<file path="config.mk">
export PLATFORM = sky130hd
export DESIGN_NAME = emulib_rammodel_sched
export DESIGN_NICKNAME = d
export VERILOG_FILES = /design/src/rtl/emulib_rammodel_sched_pkg.sv /design/src/rtl/emulib_rammodel_sched_queue.sv /design/src/rtl/emulib_rammodel_sched.sv
export SDC_FILE = /design/constraint.sdc
export NUM_CORES = 1
export LEC_CHECK = 0
export CORE_MARGIN = 2
export CORE_UTILIZATION = 35
export DETAILED_ROUTE_END_ITERATION = 16
export GPL_TIMING_DRIVEN = 0
export HOLD_SLACK_MARGIN = 0.02
export PLACE_DENSITY = 0.49
export SYNTH_ARGS = -nofsm -noshare
export SYNTH_HDL_FRONTEND = slang
export SYNTH_SLANG_ARGS = --single-unit
export TNS_END_PERCENT = 20
</file>
<file path="constraint.sdc">
create_clock -name clk -period 5.05 [get_ports clk]
set_clock_uncertainty 0.15 [all_clocks]
set_input_delay 1.01 -clock clk [delete_from_list [all_inputs] [get_ports clk]]
set_output_delay 1.01 -clock clk [all_outputs]
set_load 0.02 [all_outputs]
</file>
<file path="src/rtl/emulib_rammodel_sched_pkg.sv">
// Shared definitions for the RAM-model completion scheduler: entry layout and FSM states.
// An entry is packed as {write, id, len, due} with the due timestamp in the LSBs.
package emulib_rammodel_sched_pkg;

  localparam int LEN_W = 8;

  typedef enum logic [1:0] {
    ST_IDLE = 2'd0,
    ST_WAIT = 2'd1,
    ST_WRB  = 2'd2,
    ST_RD   = 2'd3
  } sched_state_e;

  function automatic int entry_width(input int id_w, input int cnt_w);
    return 1 + id_w + LEN_W + cnt_w;
  endfunction

  function automatic int len_lsb(input int cnt_w);
    return cnt_w;
  endfunction

  function automatic int id_lsb(input int cnt_w);
    return cnt_w + LEN_W;
  endfunction

  function automatic int wr_bit(input int id_w, input int cnt_w);
    return cnt_w + LEN_W + id_w;
  endfunction

endpackage

</file>
<file path="src/rtl/emulib_rammodel_sched_queue.sv">
// In-order request queue with fall-through head; also exposes the entry behind the head
// so the scheduler can launch the next command in the cycle right after a pop.
module emulib_rammodel_sched_queue #(
  parameter int DEPTH = 8,
  parameter int WIDTH = 32
) (
  input  logic                     clk,
  input  logic                     rstn,
  input  logic                     push,
  input  logic                     pop,
  input  logic [WIDTH-1:0]         push_data,
  output logic                     full,
  output logic                     empty,
  output logic [$clog2(DEPTH):0]   count,
  output logic [WIDTH-1:0]         head_data,
  output logic [WIDTH-1:0]         next_data
);

  localparam int AW = $clog2(DEPTH);
  localparam logic [AW:0] DEPTH_C = (AW+1)'(DEPTH);

  logic [WIDTH-1:0] mem_r [DEPTH];
  logic [AW-1:0]    wr_ptr_r;
  logic [AW-1:0]    rd_ptr_r;
  logic [AW:0]      count_r;
  logic             do_push_s;
  logic             do_pop_s;

  assign full      = (count_r == DEPTH_C);
  assign empty     = (count_r == {(AW+1){1'b0}});
  assign count     = count_r;
  assign do_pop_s  = pop && !empty;
  assign do_push_s = push && (!full || do_pop_s);
  assign head_data = mem_r[rd_ptr_r];
  assign next_data = mem_r[rd_ptr_r + AW'(1)];

  // Storage array; contents are don't-care until written
  always_ff @(posedge clk) begin
    if (do_push_s) begin
      mem_r[wr_ptr_r] <= push_data;
    end
  end

  // Pointers and occupancy
  always_ff @(posedge clk or negedge rstn) begin
    if (!rstn) begin
      wr_ptr_r <= {AW{1'b0}};
      rd_ptr_r <= {AW{1'b0}};
      count_r  <= {(AW+1){1'b0}};
    end else begin
      if (do_push_s) begin
        wr_ptr_r <= wr_ptr_r + AW'(1);
      end
      if (do_pop_s) begin
        rd_ptr_r <= rd_ptr_r + AW'(1);
      end
      case ({do_push_s, do_pop_s})
        2'b10:   count_r <= count_r + (AW+1)'(1);
        2'b01:   count_r <= count_r - (AW+1)'(1);
        default: count_r <= count_r;
      endcase
    end
  end

endmodule

</file>
<file path="src/rtl/emulib_rammodel_sched.sv">
// Fixed-latency completion scheduler: queues tracker requests with a due timestamp and
// retires them in acceptance order as B commands (writes) or R beat commands (reads).
module emulib_rammodel_sched
  import emulib_rammodel_sched_pkg::*;
#(
  parameter int ID_WIDTH     = 4,
  parameter int MAX_INFLIGHT = 8,
  parameter int R_LATENCY    = 16,
  parameter int W_LATENCY    = 8,
  parameter int CNT_WIDTH    = 16
) (
  input  logic                          clk,
  input  logic                          rstn,
  input  logic                          areq_valid,
  input  logic                          areq_write,
  input  logic [ID_WIDTH-1:0]           areq_id,
  input  logic [7:0]                    areq_len,
  input  logic                          wreq_valid,
  input  logic                          wreq_last,
  output logic                          bcmd_valid,
  input  logic                          bcmd_ready,
  output logic [ID_WIDTH-1:0]           bcmd_id,
  output logic                          rcmd_valid,
  input  logic                          rcmd_ready,
  output logic [ID_WIDTH-1:0]           rcmd_id,
  output logic                          rcmd_last,
  output logic [$clog2(MAX_INFLIGHT):0] inflight,
  output logic                          overflow
);

  localparam int OCC_W   = $clog2(MAX_INFLIGHT) + 1;
  localparam int ENTRY_W = entry_width(ID_WIDTH, CNT_WIDTH);
  localparam int LEN_LSB = len_lsb(CNT_WIDTH);
  localparam int ID_LSB  = id_lsb(CNT_WIDTH);
  localparam int WR_BIT  = wr_bit(ID_WIDTH, CNT_WIDTH);

  // Ripe once now has reached due, using the sign of the wrapped difference
  function automatic logic is_ripe(input logic [CNT_WIDTH-1:0] t, input logic [CNT_WIDTH-1:0] due);
    logic [CNT_WIDTH-1:0] diff;
    diff = t - due;
    return ~diff[CNT_WIDTH-1];
  endfunction

  sched_state_e         state_r;
  logic [CNT_WIDTH-1:0] now_r;
  logic [CNT_WIDTH-1:0] now_nxt_s;
  logic [CNT_WIDTH-1:0] due_s;
  logic [ENTRY_W-1:0]   entry_s;
  logic [ENTRY_W-1:0]   head_s;
  logic [ENTRY_W-1:0]   next_s;
  logic [ENTRY_W-1:0]   cand_s;
  logic                 cand_avail_s;
  logic                 cand_write_s;
  logic [ID_WIDTH-1:0]  cand_id_s;
  logic [7:0]           cand_len_s;
  logic [CNT_WIDTH-1:0] cand_due_s;
  logic [7:0]           head_len_s;
  logic                 q_full_s;
  logic                 q_empty_s;
  logic [OCC_W-1:0]     q_count_s;
  logic                 push_s;
  logic                 pop_s;
  logic                 wr_inc_s;
  logic                 wr_dec_s;
  logic [OCC_W-1:0]     wdone_r;
  logic [OCC_W-1:0]     wdone_nxt_s;
  logic                 go_s;
  logic                 launch_s;
  logic                 more_s;
  logic                 overflow_r;
  logic                 bcmd_valid_r;
  logic [ID_WIDTH-1:0]  bcmd_id_r;
  logic                 rcmd_valid_r;
  logic [ID_WIDTH-1:0]  rcmd_id_r;
  logic                 rcmd_last_r;
  logic [7:0]           beat_r;

  assign now_nxt_s = now_r + CNT_WIDTH'(1);
  assign due_s     = now_r + (areq_write ? CNT_WIDTH'(W_LATENCY) : CNT_WIDTH'(R_LATENCY));
  assign entry_s   = {areq_write, areq_id, areq_len, due_s};
  assign push_s    = areq_valid;
  assign wr_inc_s  = wreq_valid && wreq_last;
  assign wr_dec_s  = (state_r == ST_WRB) && bcmd_ready;
  assign pop_s     = wr_dec_s || ((state_r == ST_RD) && rcmd_ready && rcmd_last_r);
  assign more_s    = (q_count_s > OCC_W'(1)) || push_s;

  emulib_rammodel_sched_queue #(
    .DEPTH (MAX_INFLIGHT),
    .WIDTH (ENTRY_W)
  ) u_queue (
    .clk       (clk),
    .rstn      (rstn),
    .push      (push_s),
    .pop       (pop_s),
    .push_data (entry_s),
    .full      (q_full_s),
    .empty     (q_empty_s),
    .count     (q_count_s),
    .head_data (head_s),
    .next_data (next_s)
  );

  // Write-burst completion count as it will stand after this edge
  always_comb begin
    wdone_nxt_s = wdone_r;
    case ({wr_inc_s, wr_dec_s})
      2'b10:   wdone_nxt_s = wdone_r + OCC_W'(1);
      2'b01:   wdone_nxt_s = wdone_r - OCC_W'(1);
      default: wdone_nxt_s = wdone_r;
    endcase
  end

  // Launch candidate: the head while waiting, the entry behind it when retiring the head
  always_comb begin
    cand_s       = next_s;
    cand_avail_s = 1'b0;
    if (state_r == ST_WAIT) begin
      cand_s       = head_s;
      cand_avail_s = !q_empty_s;
    end else begin
      cand_s       = next_s;
      cand_avail_s = (q_count_s > OCC_W'(1));
    end
  end

  assign cand_write_s = cand_s[WR_BIT];
  assign cand_id_s    = cand_s[WR_BIT-1:ID_LSB];
  assign cand_len_s   = cand_s[ID_LSB-1:LEN_LSB];
  assign cand_due_s   = cand_s[LEN_LSB-1:0];
  assign head_len_s   = head_s[ID_LSB-1:LEN_LSB];
  // Ripeness is judged against the next timestamp because valid is registered
  assign go_s     = cand_avail_s && is_ripe(now_nxt_s, cand_due_s) &&
                    (!cand_write_s || (wdone_nxt_s != {OCC_W{1'b0}}));
  assign launch_s = go_s && ((state_r == ST_WAIT) || pop_s);

  // Timestamp, write-completion count and sticky overflow
  always_ff @(posedge clk or negedge rstn) begin
    if (!rstn) begin
      now_r      <= {CNT_WIDTH{1'b0}};
      wdone_r    <= {OCC_W{1'b0}};
      overflow_r <= 1'b0;
    end else begin
      now_r      <= now_nxt_s;
      wdone_r    <= wdone_nxt_s;
      overflow_r <= overflow_r || (push_s && q_full_s && !pop_s);
    end
  end

  // Retirement FSM with registered command outputs
  always_ff @(posedge clk or negedge rstn) begin
    if (!rstn) begin
      state_r      <= ST_IDLE;
      bcmd_valid_r <= 1'b0;
      bcmd_id_r    <= {ID_WIDTH{1'b0}};
      rcmd_valid_r <= 1'b0;
      rcmd_id_r    <= {ID_WIDTH{1'b0}};
      rcmd_last_r  <= 1'b0;
      beat_r       <= 8'd0;
    end else if (launch_s) begin
      if (cand_write_s) begin
        state_r      <= ST_WRB;
        bcmd_valid_r <= 1'b1;
        bcmd_id_r    <= cand_id_s;
        rcmd_valid_r <= 1'b0;
        rcmd_last_r  <= 1'b0;
      end else begin
        state_r      <= ST_RD;
        bcmd_valid_r <= 1'b0;
        rcmd_valid_r <= 1'b1;
        rcmd_id_r    <= cand_id_s;
        rcmd_last_r  <= (cand_len_s == 8'd0);
        beat_r       <= 8'd0;
      end
    end else begin
      case (state_r)
        ST_IDLE: begin
          if (!q_empty_s) begin
            state_r <= ST_WAIT;
          end else begin
            state_r <= ST_IDLE;
          end
        end
        ST_WAIT: begin
          if (q_empty_s) begin
            state_r <= ST_IDLE;
          end else begin
            state_r <= ST_WAIT;
          end
        end
        ST_WRB: begin
          if (bcmd_ready) begin
            bcmd_valid_r <= 1'b0;
            state_r      <= more_s ? ST_WAIT : ST_IDLE;
          end else begin
            state_r <= ST_WRB;
          end
        end
        ST_RD: begin
          if (rcmd_ready && rcmd_last_r) begin
            rcmd_valid_r <= 1'b0;
            rcmd_last_r  <= 1'b0;
            state_r      <= more_s ? ST_WAIT : ST_IDLE;
          end else if (rcmd_ready) begin
            beat_r      <= beat_r + 8'd1;
            rcmd_last_r <= ((beat_r + 8'd1) == head_len_s);
          end else begin
            state_r <= ST_RD;
          end
        end
        default: state_r <= ST_IDLE;
      endcase
    end
  end

  assign bcmd_valid = bcmd_valid_r;
  assign bcmd_id    = bcmd_id_r;
  assign rcmd_valid = rcmd_valid_r;
  assign rcmd_id    = rcmd_id_r;
  assign rcmd_last  = rcmd_last_r;
  assign inflight   = q_count_s;
  assign overflow   = overflow_r;

endmodule

</file>
* Word level (Yosys, flattened, before mapping)
Memories as Yosys holds them, arrays and structs flattened.
Index checks and enable logic that the tools add are counted.
** Word-level totals
- Latch bits :: 0
- Register bits :: 52
- RAM bits :: 232
- ROM bits :: 0
- Bits of input ports :: 20
- Word-level logic and storage cells :: 112
- Output and inout bits :: 16
- Memories :: 1
** Memories
- u_queue.mem_r :: words 8, bits a word 29, read ports 2, clocked after memory_dff 0, write ports 1, line emulib_rammodel_sched_queue.sv:22 : logic [WIDTH-1:0] mem_r [DEPTH];
** Cells by class
- $lt $le $gt $ge :: 1
- Equal/unequal tests :: 12
- Shifts and indexed selects :: 0
- $add $sub $neg :: 10
- Bitwise logic cells :: 2
- Muxes and demuxes :: 33
- Reductions and logical operators :: 40
- $mul :: 0
- Div/mod/pow operators :: 0
** Operator list (number)
- 8-bit 2-to-1 mux :: 5
- 29-bit 2-to-1 mux :: 1
- 1-bit 2-to-1 mux :: 19
- 16-bit by 1-bit adder with 16-bit output (second input constant) :: 1
- 16-bit by 5-bit adder with 16-bit output :: 1
- 4-bit one-hot mux with 2 select lines :: 2
- 16-bit subtractor :: 1
- 1-bit logical AND :: 12
- 2-bit nonzero test :: 6
- 2-bit AND reduction :: 5
- 4-bit by 1-bit adder with 4-bit output (second input constant) :: 2
- 8-bit by 1-bit adder with 8-bit output (second input constant) :: 1
- 2-bit equality test (second input constant) :: 4
- 8-bit equality test :: 1
- 8-bit zero test :: 1
- 2-bit 2-to-1 mux :: 4
- 4-bit by 1-bit subtractor with 4-bit output (second input constant) :: 2
- 3-bit by 1-bit adder with 3-bit output (second input constant) :: 2
- 2-bit by 1-bit equality test with 1-bit output (second input constant) :: 3
- 1-bit logical OR :: 6
- 2-bit one-hot mux with 3 select lines :: 1
- 5-bit 2-to-1 mux :: 1
- 4-bit equality test (second input constant) :: 1
- 4-bit by 1-bit greater-than comparator with 1-bit output (second input constant) :: 1
- other kinds (10) :: 15

* Longest topological paths before layout
Gate-level depths: netlist of the first run.
- Depth after elaboration :: 10
- Mapped depth :: 19
- Depth with buffers taken out :: 14

* Cells and area by module
A second synthesis of the first run with hierarchy kept.
** Unflattened totals
- Cell total of the unflattened synthesis :: 814
- Area total of the unflattened synthesis :: 14154.8 sq um
** By module, submodules not included
- emulib_rammodel_sched_queue :: area an instance 11121.9 sq um, times used 1, cells an instance 506, seq. area each 7216.9 sq um
- emulib_rammodel_sched :: area an instance 3032.9 sq um, times used 1, cells an instance 308, seq. area each 1051.0 sq um

* Least setup slack after synthesis of the first run
OpenSTA, ideal clock, no wires.
- Path type :: register to register
- Start point :: reg u_queue.rd_ptr_r[1]
- End point :: reg rcmd_last_r (netlist: rcmd_last)
- Stages on the path, launching flop included :: 19
- Arrival :: 4.451 ns
- Path buffers :: 4
- Setup time :: 0.125 ns
- Path slack :: 0.324 ns
- Required time :: 4.775 ns
- Cell sequence :: dfrtp_1 -> ha_1 -> buf_6 -> buf_2 -> buf_2 -> buf_1 -> mux4_2 -> mux2i_1 -> nor2_1 -> a21oi_1 -> ha_1 -> a21o_1 -> a21oi_1 -> o22ai_1 -> a211o_1 -> o211ai_2 -> nand2_4 -> a311oi_2 -> mux2_4
** On the way
- Cells in the longest elaborated chain, start to end :: 10
** RTL lines
- from (decl) :: line emulib_rammodel_sched_queue.sv:24 : logic [AW-1:0] rd_ptr_r;
- from (signal assigned) :: line emulib_rammodel_sched_queue.sv:48 : rd_ptr_r <= {AW{1'b0}};
- from (signal assigned) :: line emulib_rammodel_sched_queue.sv:55 : rd_ptr_r <= rd_ptr_r + AW'(1);
- 3-bit by 1-bit adder with 3-bit output :: line emulib_rammodel_sched_queue.sv:35 : assign next_data = mem_r[rd_ptr_r + AW'(1)];
- memory read 8 x 29 bit *
- 29-bit 2-to-1 mux :: line emulib_rammodel_sched.sv:117 : if (state_r == ST_WAIT) begin
- 16-bit subtractor :: line emulib_rammodel_sched.sv:40 : diff = t - due;
- 1-bit inverter :: line emulib_rammodel_sched.sv:41 : return ~diff[CNT_WIDTH-1];
- 1-bit logical AND (2 in series) :: line emulib_rammodel_sched.sv:132 : assign go_s = cand_avail_s && is_ripe(now_nxt_s, cand_due_s) &&
- 1-bit logical AND :: line emulib_rammodel_sched.sv:134 : assign launch_s = go_s && ((state_r == ST_WAIT) || pop_s);
- 3-bit nonzero test (no source line) or 2-bit nonzero test (tied branches)
- 2-bit AND reduction (no source line)
- to (signal assigned) :: line emulib_rammodel_sched.sv:171 : rcmd_last_r <= (cand_len_s == 8'd0);
- to (signal assigned) :: line emulib_rammodel_sched.sv:205 : rcmd_last_r <= ((beat_r + 8'd1) == head_len_s);
- to (decl) :: line emulib_rammodel_sched.sv:75 : logic rcmd_last_r;
Every way passes the cells marked *; elsewhere a longest branch is shown, timed or not. The select of a mux whose other input is x is not followed.
A chain may end at the register's enable or synchronous reset.

* Final worst setup path of the first run
- Start point :: reg state_r[0]
- End point :: reg rcmd_last_r (netlist: rcmd_last)
** On the way
- Cells in the longest elaborated chain, start to end :: 10
** RTL lines
- from (decl) :: line emulib_rammodel_sched.sv:44 : sched_state_e state_r;
- from (signal assigned) :: line emulib_rammodel_sched.sv:193 : state_r <= more_s ? ST_WAIT : ST_IDLE;
- from (signal assigned) :: line emulib_rammodel_sched.sv:202 : state_r <= more_s ? ST_WAIT : ST_IDLE;
- parallel branches: the longest is 10 deep, another holds 16-bit subtractor
Several ways; the timed one is not identified.

==> results of run 1 <==
routing by layer:
layer  vias to the layer above  global-route usage  wire length [um]
met5                         -                   0                 0
met4                         0              0.0457               705
met3                        42              0.0295              1370
met2                       168               0.265             15500
met1                      4069               0.243             15900
li1                       3512                   -                 -
layout make-up:
type,count,area [um^2]
inverters,12,45.0
well taps,518,648
fillers,3469,22500
repair buffers,50,572
multi-input cells,500,5270
plain buffers,38,297
diodes,2,5.00
flip-flops and latches,284,8270
clock buffers,45,935
clock inverters,14,155
what timing repair did:
item                       CTS  global route
resized for setup           36            12
setup endpoints to repair   21            16
pin swaps                    0             2
buffers inserted             0             2
metrics by stage:
stage | setup slack (ns) | cell area (um^2) | cells | power [uW]
after floorplan | 0.324 | 13700 | 839 | 6280
after global placement | -2.88 | 14700 | 1392 | 7610
after detailed placement | -1.10 | 15000 | 1405 | 7680
after CTS | 0.00881 | 16200 | 1462 | 10200
after global routing | 0.00631 | 16200 | 1461 | 10700
final | 0.270 | 16200 | 1463 | 10100
path summary, 6_finish.rpt:
kind                             from    endpoint  slack [ns]
max reg2reg                state_r[0]   rcmd_last        0.27
min in group clk             overflow    overflow        0.30
min reg2reg                  overflow    overflow        0.30
max                        state_r[0]   rcmd_last        0.27
min                              rstn  bcmd_id[3]        0.29
max in group asynchronous        rstn    now_r[3]        3.89
power breakdown:
part	switching [uW]	total, uW	leakage (uW)	internal [uW]
Sequential	233	3170	0.00276	2940
Combinational	2370	4500	0.00231	2130
Clock	940	2400	0.000532	1460
Total	3550	10100	0.00560	6530
cell families after synthesis:
kind of cell    after synthesis
flops                       284
simple gates                175
mux                         167
compound gates               80
buf+inv                      55
xor+xnor                     48
fa+ha+maj                    30
registers in the layout, indices dropped and copies added, names as in the netlist, 3 cells and up:
name,cells
u_queue.rd_ptr_r,3
u_queue.mem_r,232
u_queue.count,4
wdone_r,4
now_r,16
beat_r,8
u_queue.wr_ptr_r,3
bcmd_id,4
rcmd_id,4
worst max-delay path, stage by stage, from the launching register on:
cell and delay [ns]:
dfrtp_1 0.42, nor2b_1 0.15, buf_2 0.27, buf_1 0.49, clkbuf_1 0.65, a21oi_1 0.20
ha_1 0.34, a21o_1 0.16, a21o_1 0.17, a21o_1 0.19, a211o_1 0.36, o211ai_4 0.27
nand2_4 0.09, a311oi_4 0.39, mux2_4 0.33
synth_stat cells, types with 9 or more instances:
cell type | n | area [um^2]
mux2i_1 | 46 | 460
a21oi_1 | 30 | 150
xnor2_1 | 30 | 263
clkbuf_1 | 9 | 33.8
buf_2 | 20 | 100
o21ai_0 | 15 | 75.1
nand2_1 | 35 | 131
mux4_2 | 94 | 2120
nand3_1 | 16 | 80.1
a21o_1 | 9 | 67.6
nand4_1 | 12 | 75.1
nor3_1 | 13 | 65.1
dfrtp_1 | 52 | 1300
nor4_1 | 10 | 62.6
ha_1 | 28 | 350
mux2_2 | 21 | 236
inv_1 | 12 | 45.0
xor2_1 | 17 | 149
nor2_1 | 42 | 158
nor2b_1 | 11 | 68.8
edfxtp_1 | 232 | 6970
==> results.toml, run 1 <==
[critical_path]
required_ns = 5.30
cp-start-kind = "flip-flop"
critical_path_class = "reg2reg"
rr_worst_depth = 14
cp_max_fo = 10
worst_setup_path_end_kind = "flip-flop"
worstPathArrival_ns = 5.03

[timing]
finalCriticalPeriod_ns = 4.78
fin_setup_tns_ns = 0
drv_slew = 0
slew_headroom = 0.368
rsz0062_at_grt = "false"
setup_viol_count_final = 0
worst_slew_pin_slew_ns = 0.943
fmax_mhz = 209
min_period_over_period = 0.947
hold_viol = 0
hold_ws_ns = 0.286

[clocking]
cts_root_buf = "clkbuf_16"
clockBufferDepth = 3
cts_tree = "done"
clock_sinks = 284
holdBufCountCts = 0
cts.clk_slew.worst_paths_ns = 0.05
clkLatencyLatePin_ns = 0.52
numCtsBuffers = 35
htree_num_levels = 2

[synthesis]
yosys.area_share.adder = 0.0284
yosys_warnings = 0
yosys.area_share.simple = 0.0673
synth-xor-area-share = 0.0320
yosys.cell_types.count = 62
yosysSeqAreaShare = 0.602
synth-main-ff-cell = "edfxtp_1"
syn_inst = 839
synth_compound_area_frac = 0.0382
synth.area.mux_share = 0.212
syn-mean-instance-area_um2 = 16.4
synth_edf_count = 232
netlist_area_um2 = 13700
synth_top_family_by_area = "multiplexers"
synth_seq_cells = 284
synthArstFlopShare = 0.183
synth_fp_nets = 889

[final_layout]
num-nets-final = 971
layout_common_cells = "edfxtp_1 (232), mux4_2 (94), dfrtp_1 (52)"
synthToLayoutAreaGrowth_pct = 18.0
final_layout_size_suffix_gt1_frac = 0.250
final_common_cell = "edfxtp_1"
post-route-util = 0.419

[placed_design]
post-dp-hpwl_mm = 23.3
place.gp.congestion = 0.817
port_buffers = 35

[global_routing]
track_usage = 0.169
grt_max_degree = 35
grt_pass1_vias = 8187
grt_pass1_wl_mm = 51.3
antenna_found_initial = 0
grt_overflow = 0

[floorplanning]
die_area_um2 = 40800
core_area_um2 = 38600
rows = 72
die_w_um = 202
die_y_um = 202
initial_utilization = 0.355
boundaryPins = 36

[outcome]
run_status = "completed"

[pwr]
p_per_area_nw_per_um2 = 622
leakage_uw = 0.00560
ir_worst_vdd_mv = 0.272

[drt]
remaining_drc_errors = 0
drt-wirelength-per-cell_um = 22.9
drt-pass1-iter-count = 5
num_vias = 7791
drt_iter0_drc = 525
drt-total-wl_mm = 33.4
vias_per_cell = 5.33
ant_nets = 0

[min_path]
min_path_type = "in2async"

[flow_run]
maxCapViolCount = 0
No activity file was read; power rests on OpenSTA's default activity.
==> run 2: changes to the inputs <==
- ABC_AREA: unset -> 0
- CTS_BUF_LIST: unset -> sky130_fd_sc_hd__clkbuf_16
==> run 2 against run 1 <==
Net effect:
- sequential share of layout area is the same
- non-clock buffer count is the same
- combinational power about the same
- utilization unchanged
- register-to-register slack better by 0.02 ns
- worst hold slack improved by 0.0026 ns
- highest routed layer unchanged
==> results.toml, run 2 (synthesis results as in run 1) <==
[global_routing]
track_usage = 0.169
antenna_found_initial = 0
grt_max_degree = 35
grt_pass1_wl_mm = 51.3
grt_overflow = 0
grt_pass1_vias = 8189

[pwr]
switchingPower_uw = 3540
clkPwrFrac = 0.237
intPower_uw = 6510
p_per_area_nw_per_um2 = 621
seq_power_share = 0.315
ir_worst_vdd_mv = 0.270
pwr-share-comb = 0.448
leakage_uw = 0.00564
swShare = 0.353

[flow_run]
maxCapViolCount = 0

[final_layout]
reg_top3 = "u_queue.mem_r: 232 flops, now_r: 16 flops, beat_r: 8 flops"
seq_area_um2 = 8270
layout_common_cells = "edfxtp_1 (232), mux4_2 (94), dfrtp_1 (52)"
num-nets-final = 971
largest_reg_flops = 232
final_layout_size_suffix_gt1_frac = 0.250
final_common_cell = "edfxtp_1"
fillers = 3469
multiInputGateArea_um2 = 5270
stdcell_area_um2 = 16200
synthToLayoutAreaGrowth_pct = 18.0
top_register = "u_queue.mem_r"
finalNonFillerCells = 1463
post-route-util = 0.419

[timing]
min_period_over_period = 0.942
setup_viol_count_final = 0
hold_ws_ns = 0.288
worst_slew_pin_slew_ns = 0.924
finalCriticalPeriod_ns = 4.76
fmax_mhz = 210
hold_viol = 0
fin_setup_tns_ns = 0
drv_slew = 0
rsz0062_at_grt = "false"
slew_headroom = 0.381

[critical_path]
rr_worst_depth = 15
cp-start-kind = "flip-flop"
critPathLaunch = "u_queue.rd_ptr_r[1]"
r2r_slack_ns = 0.29
worstPathArrival_ns = 5.01
required_ns = 5.30
crit_path_end = "rcmd_last"
worst_setup_path_end_kind = "flip-flop"
cp_max_fo = 19
r2r-start = "u_queue.rd_ptr_r[1]"
critical_path_class = "reg2reg"
reg2reg_to = "rcmd_last"

[floorplanning]
boundaryPins = 36
core_area_um2 = 38600
die_w_um = 202
die_area_um2 = 40800
rows = 72
initial_utilization = 0.355
die_y_um = 202

[drt]
remaining_drc_errors = 0
drt-pass1-iter-count = 5
vias_per_cell = 5.34
drt-total-wl_mm = 33.4
ant_nets = 0
num_vias = 7816
drt_iter0_drc = 524
drt-wirelength-per-cell_um = 22.8

[min_path]
min_path_type = "in2async"

[clocking]
holdBufCountCts = 0
clock_sinks = 284
numCtsBuffers = 35
cts.clk_slew.worst_paths_ns = 0.06
cts_root_buf = "clkbuf_16"
clockBufferDepth = 3
cts_tree = "done"
htree_num_levels = 2
clkLatencyLatePin_ns = 0.52

[outcome]
run_status = "completed"

[placed_design]
post-dp-hpwl_mm = 23.3
dpl_cell_area_um2 = 15000
place.gp.congestion = 0.817
port_buffers = 35
dp_cells = 1405
-- run 2: repair_timing --
item,in CTS,in global routing
gates resized for setup,36,12
setup endpoints to repair,21,16
setup buffers,0,2
pin swaps,0,2
-- run 2: power by group through the flow --
stage / clock network, uW / logic [uW] / registers (uW)
after floorplan: 0 / 3060 / 3230
after global placement: 0 / 4370 / 3240
after detailed placement: 0 / 4470 / 3220
after CTS: 2460 / 4570 / 3170
after global routing: 2560 / 4900 / 3210
final: 2380 / 4500 / 3170
-- run 2: metal layers --
metal | up-vias | wire length (um) | share of wire | track usage
li1 | 3512 | - | - | -
met5 | - | 0 | 0 | 0
met1 | 4085 | 15700 | 0.47 | 0.243
met4 | 0 | 705 | 0.021 | 0.0457
met2 | 177 | 15400 | 0.46 | 0.265
met3 | 42 | 1540 | 0.046 | 0.0295
-- run 2: metrics by stage --
step	total power, uW	setup WS [ns]
floorplan	6280	0.324
global placement	7610	-2.88
detailed placement	7680	-1.10
CTS	10200	0.00881
global route	10700	0.00631
finish	10100	0.291
-- run 2: how the worst min path moves through the flow --
stage | startpoint | end | slack, ns | depth (start not counted)
detailed placement | overflow | overflow | 0.30 | 1
global placement | overflow | overflow | 0.29 | 1
CTS | rstn | bcmd_id[3] | 0.27 | 1
finish | rstn | bcmd_id[3] | 0.29 | 1
floorplan | u_queue.wr_ptr_r[0] | u_queue.wr_ptr_r[0] | 0.34 | 2
global route | rstn | bcmd_id[3] | 0.30 | 1
-- run 2: worst max-delay path, stage by stage, from the launching register on --
cell and delay (ns):
dfrtp_1 0.46, ha_1 0.31, xor2_4 0.65, clkbuf_2 0.54
mux2i_1 0.27, nor2_1 0.05, a21oi_1 0.18, ha_1 0.26
nand2_1 0.11, o21a_1 0.14, o22ai_1 0.09, a211o_1 0.35
o211ai_4 0.26, nand2_4 0.09, a311oi_4 0.39, mux2_4 0.33
-- run 2: area by class of cell --
class / count / area share
Sequential cell: 284 / 0.510
Antenna cell: 2 / 0.000309
Clock inverter: 23 / 0.0117
Timing Repair Buffer: 50 / 0.0353
Tap cell: 518 / 0.0400
Inverter: 12 / 0.00278
Multi-Input combinational cell: 500 / 0.326
Buffer: 38 / 0.0183
Clock buffer: 36 / 0.0556
==> RTL change 1 (flow settings as in run 2) <==
One comparison of `count_r` changes from == to >=.
--- a/src/rtl/emulib_rammodel_sched_queue.sv
+++ b/src/rtl/emulib_rammodel_sched_queue.sv
@@ -26,7 +26,7 @@
   logic             do_push_s;
   logic             do_pop_s;
 
-  assign full      = (count_r == DEPTH_C);
+  assign full      = (count_r >= DEPTH_C);
   assign empty     = (count_r == {(AW+1){1'b0}});
   assign count     = count_r;
   assign do_pop_s  = pop && !empty;
Behaviour: no difference found for any inputs over 10 cycles, from zero or initial values and one cycle with rstn low; that may be too few to reach the edited logic, so the function may still have changed.
==> RTL change 1 against run 2 <==
Core utilization barely moved. Sequential cell count did not move. Combinational power rose by 2%. Clock power fell by 4%. Setup slack got worse by 91 ps. Total power barely moved. Final area fell by 0.57%. Wire length rose by 1.3%. Non-clock buffer count rose by 2. Synthesized area fell by 1.2%. Via count fell by 0.83%. Die area fell by 1.1%. Cell count fell by 0.21%. Global-route usage rose by 0.16 points. Critical endpoint is now bcmd_id[3]. Largest power group unchanged.
==> RTL change 1: results (changes against run 2) <==
| Metric | Value |
|---|---|
| Status | `finished, final reports clean` |
| DP HPWL | `23.5 mm (+0.86%)` |
| Switch share | `35.8% (+0.49 points)` |
| First-pass GRT wire length | `51.2 mm (-0.19%)` |
| Met1 GRT Util | `24.4% (+0.18 points)` |
| CP max stage delay | `520 ps (-130 ps)` |
| Placed Area | `14,800 sq um (-1.1%)` |
| Met2 Use GR | `27.3% (+0.74 points)` |
| Nets@finish | `968 (-0.31%)` |
| Total track usage | `17.0% (+0.16 points)` |
| Slew headroom | `37.8% (-0.21 points)` |
| GPL Wtd Cong | `0.787 (-3.7%)` |
| Leak pwr | `5.54 nW (-1.8%)` |
| Arr. time, crit path | `5100 ps (+90 ps)` |
| GR Util met3 | `2.87% (-0.077 points)` |
| Wirelength, routed | `33.9 mm (+1.3%)` |
| Yosys warns | `0 (unchanged)` |
| IR drop worst, VDD | `264 uV (-2.5%)` |
| Logic gate share of total power | `45.9% (+1.1 points)` |
| Hold Crit Class | `reg2reg` |
| Slowest-stage cell, CP | `mux4_2` |
| Reg2Reg Setup Slack | `200 ps (-90 ps)` |
| Vias | `7,751 (-0.83%)` |
| Syn_nets | `884 (-0.56%)` |
| Metal2 WL | `16.0 mm (+4.0%)` |
| CTS buffer count | `34 (-2.9%)` |
| Post-CTS setup buffers | `3 (+3)` |
| Iteration-0 DRC Markers | `526 (+0.38%)` |
| Top post-synthesis cells by area | `edfxtp_1 51%, mux4_2 17%, dfrtp_1 9.6%` |
| CP endpoint | `bcmd_id[3]` |
| Clk Latency, worst-skew pair | `540 ps (+20 ps)` |
| ANT cells | `0 (-2)` |
| Largest net degree at the start of global routing | `32 (-8.6%)` |
| Ratio of cells with drive above 1 in the final layout | `26.4% (+1.4 points)` |
| WHS | `311 ps (+23.1 ps)` |
[RTL change 1: area by class of cell]
| type | instances | area, sq um |
|---|---|---|
| buffer | 38 | 322 |
| clock buffer | 34 | 851 |
| clock inverter | 25 | 183 |
| fill | 3456 | 22400 |
| inverter | 15 | 56.3 |
| multi-input combinational | 494 | 5190 |
| sequential | 284 | 8270 |
| tap | 518 | 648 |
| timing repair buffer | 52 | 583 |
[RTL change 1: kinds of logic after synthesis]
family                   synth area share, %
AO/OA/AOI/OAI                           4.01
XOR/XNOR                                3.27
AND/OR/NAND/NOR                         6.27
adder cells (fa/ha/maj)                 2.78
buffers and inverters                   1.82
flip-flops                              60.9
multiplexers                            20.9
[RTL change 1: per-stage QoR]
stage	total power, W	util (%)	worst slack, ps	std cells
3_3_place_gp	0.00750	37.9	-2670	1388
3_5_place_dp	0.00760	38.6	-1470	1402
2_1_floorplan	0.00622	-	160	835
4_1_cts	0.0101	41.6	11.3	1460
5_1_grt	0.0106	41.9	-6.03	1460
6_report	0.0100	41.9	200	1460
==> RTL change 2 (settings of run 2) <==
Without the edit above. Change the parameter `MAX_INFLIGHT` from 8 to 16.
--- a/src/rtl/emulib_rammodel_sched.sv
+++ b/src/rtl/emulib_rammodel_sched.sv
@@ -4,7 +4,7 @@
   import emulib_rammodel_sched_pkg::*;
 #(
   parameter int ID_WIDTH     = 4,
-  parameter int MAX_INFLIGHT = 8,
+  parameter int MAX_INFLIGHT = 16,
   parameter int R_LATENCY    = 16,
   parameter int W_LATENCY    = 8,
   parameter int CNT_WIDTH    = 16
Interface: changed (resized inflight); port bits go from 36 to 37. No check against the original RTL was run, so the function may have changed too.
==> RTL change 2 against run 2 <==
The flow now finishes with violations (negative setup slack). Fmax shrank 7.8%. Total power grew 97%. First-iteration DRC count grew to 2.9 times the old value. Combinational power grew 130%. Wire length grew 120%. Final area grew 83%. Sequential cell count grew 236. Clock power grew 76%. Synthesized cell count grew 60%. Setup slack lost 410 ps. Synthesized area grew 79%. Largest cell class unchanged. Highest routed layer unchanged.
==> RTL change 2: results (changes against run 2) <==
| Metric | Value |
|---|---|
| R2R depth | `18 (+3)` |
| Vias in the first global route | `14,600 (+79%)` |
| Slew headroom | `12.2% (-26 points)` |
| Clk Latency, worst-skew pair | `640 ps (+120 ps)` |
| Nets@finish | `1,575 (+62%)` |
| Worst setup margin | `-114 ps (-405 ps)` |
| Syn_nets | `1,392 (+57%)` |
| Setup violators final | `8 (+8)` |
| Commonest cells in the netlist | `464 x edfxtp_1, 220 x mux4_2, 56 x dfrtp_1` |
| Place WS | `-2350 ps (-1250 ps)` |
| Wl on met1 | `33.8 mm (+110%)` |
| First-pass GRT wire length | `108 mm (+110%)` |
| NetSw | `0.00724 W (+100%)` |
| Iteration-0 DRC Markers | `1,538 (+190%)` |
| Post-CTS setup buffers | `21 (+21)` |
| Failing checks | `negative setup slack` |
| Fraction of registers with async set or reset after synthesis | `10.8% (-7.5 points)` |
| CTS buffer count | `57 (+63%)` |
| Critical path's top delay family | `multiplexers` |
| Clock network power | `0.00418 W (+76%)` |
| Mean area per synthesized cell | `18.3 sq um (+12%)` |
| Detailed-route vias per instance | `5.74 (+7.5%)` |
| Arr. time, crit path | `5520 ps (+510 ps)` |
| CP max stage delay | `510 ps (-140 ps)` |
| Status | `finished with violations` |
-- RTL change 2: area by class of cell --
cell class                      instances  area [sq um]
Buffer                                 72           873
Clock buffer                           57          1430
Clock inverter                         49           432
Fill cell                            6208         40000
Inverter                               16          60.1
Multi-Input combinational cell        723          8990
Sequential cell                       520         15300
Tap cell                              940          1180
Timing Repair Buffer                  132          1390
-- RTL change 2: how the worst min path moves through the flow --
stage	slack [ps]	from	cells past startpoint	end
floorplan	290	wdone_r[4]	1	wdone_r[4]
global route	360	wdone_r[4]	1	wdone_r[4]
global placement	310	wdone_r[4]	1	wdone_r[4]
detailed placement	320	wdone_r[4]	1	wdone_r[4]
finish	310	rstn	1	u_queue.count[2]
CTS	330	wdone_r[4]	1	wdone_r[4]
-- RTL change 2: logic make-up after synthesis --
family / Yosys count / share of synthesized area (%)
simple gates: 238 / 4.99
buf+inv: 96 / 2.09
compound gates: 106 / 2.98
flops: 520 / 62.5
xor+xnor: 53 / 2.00
mux: 293 / 23.7
fa+ha+maj: 33 / 1.74
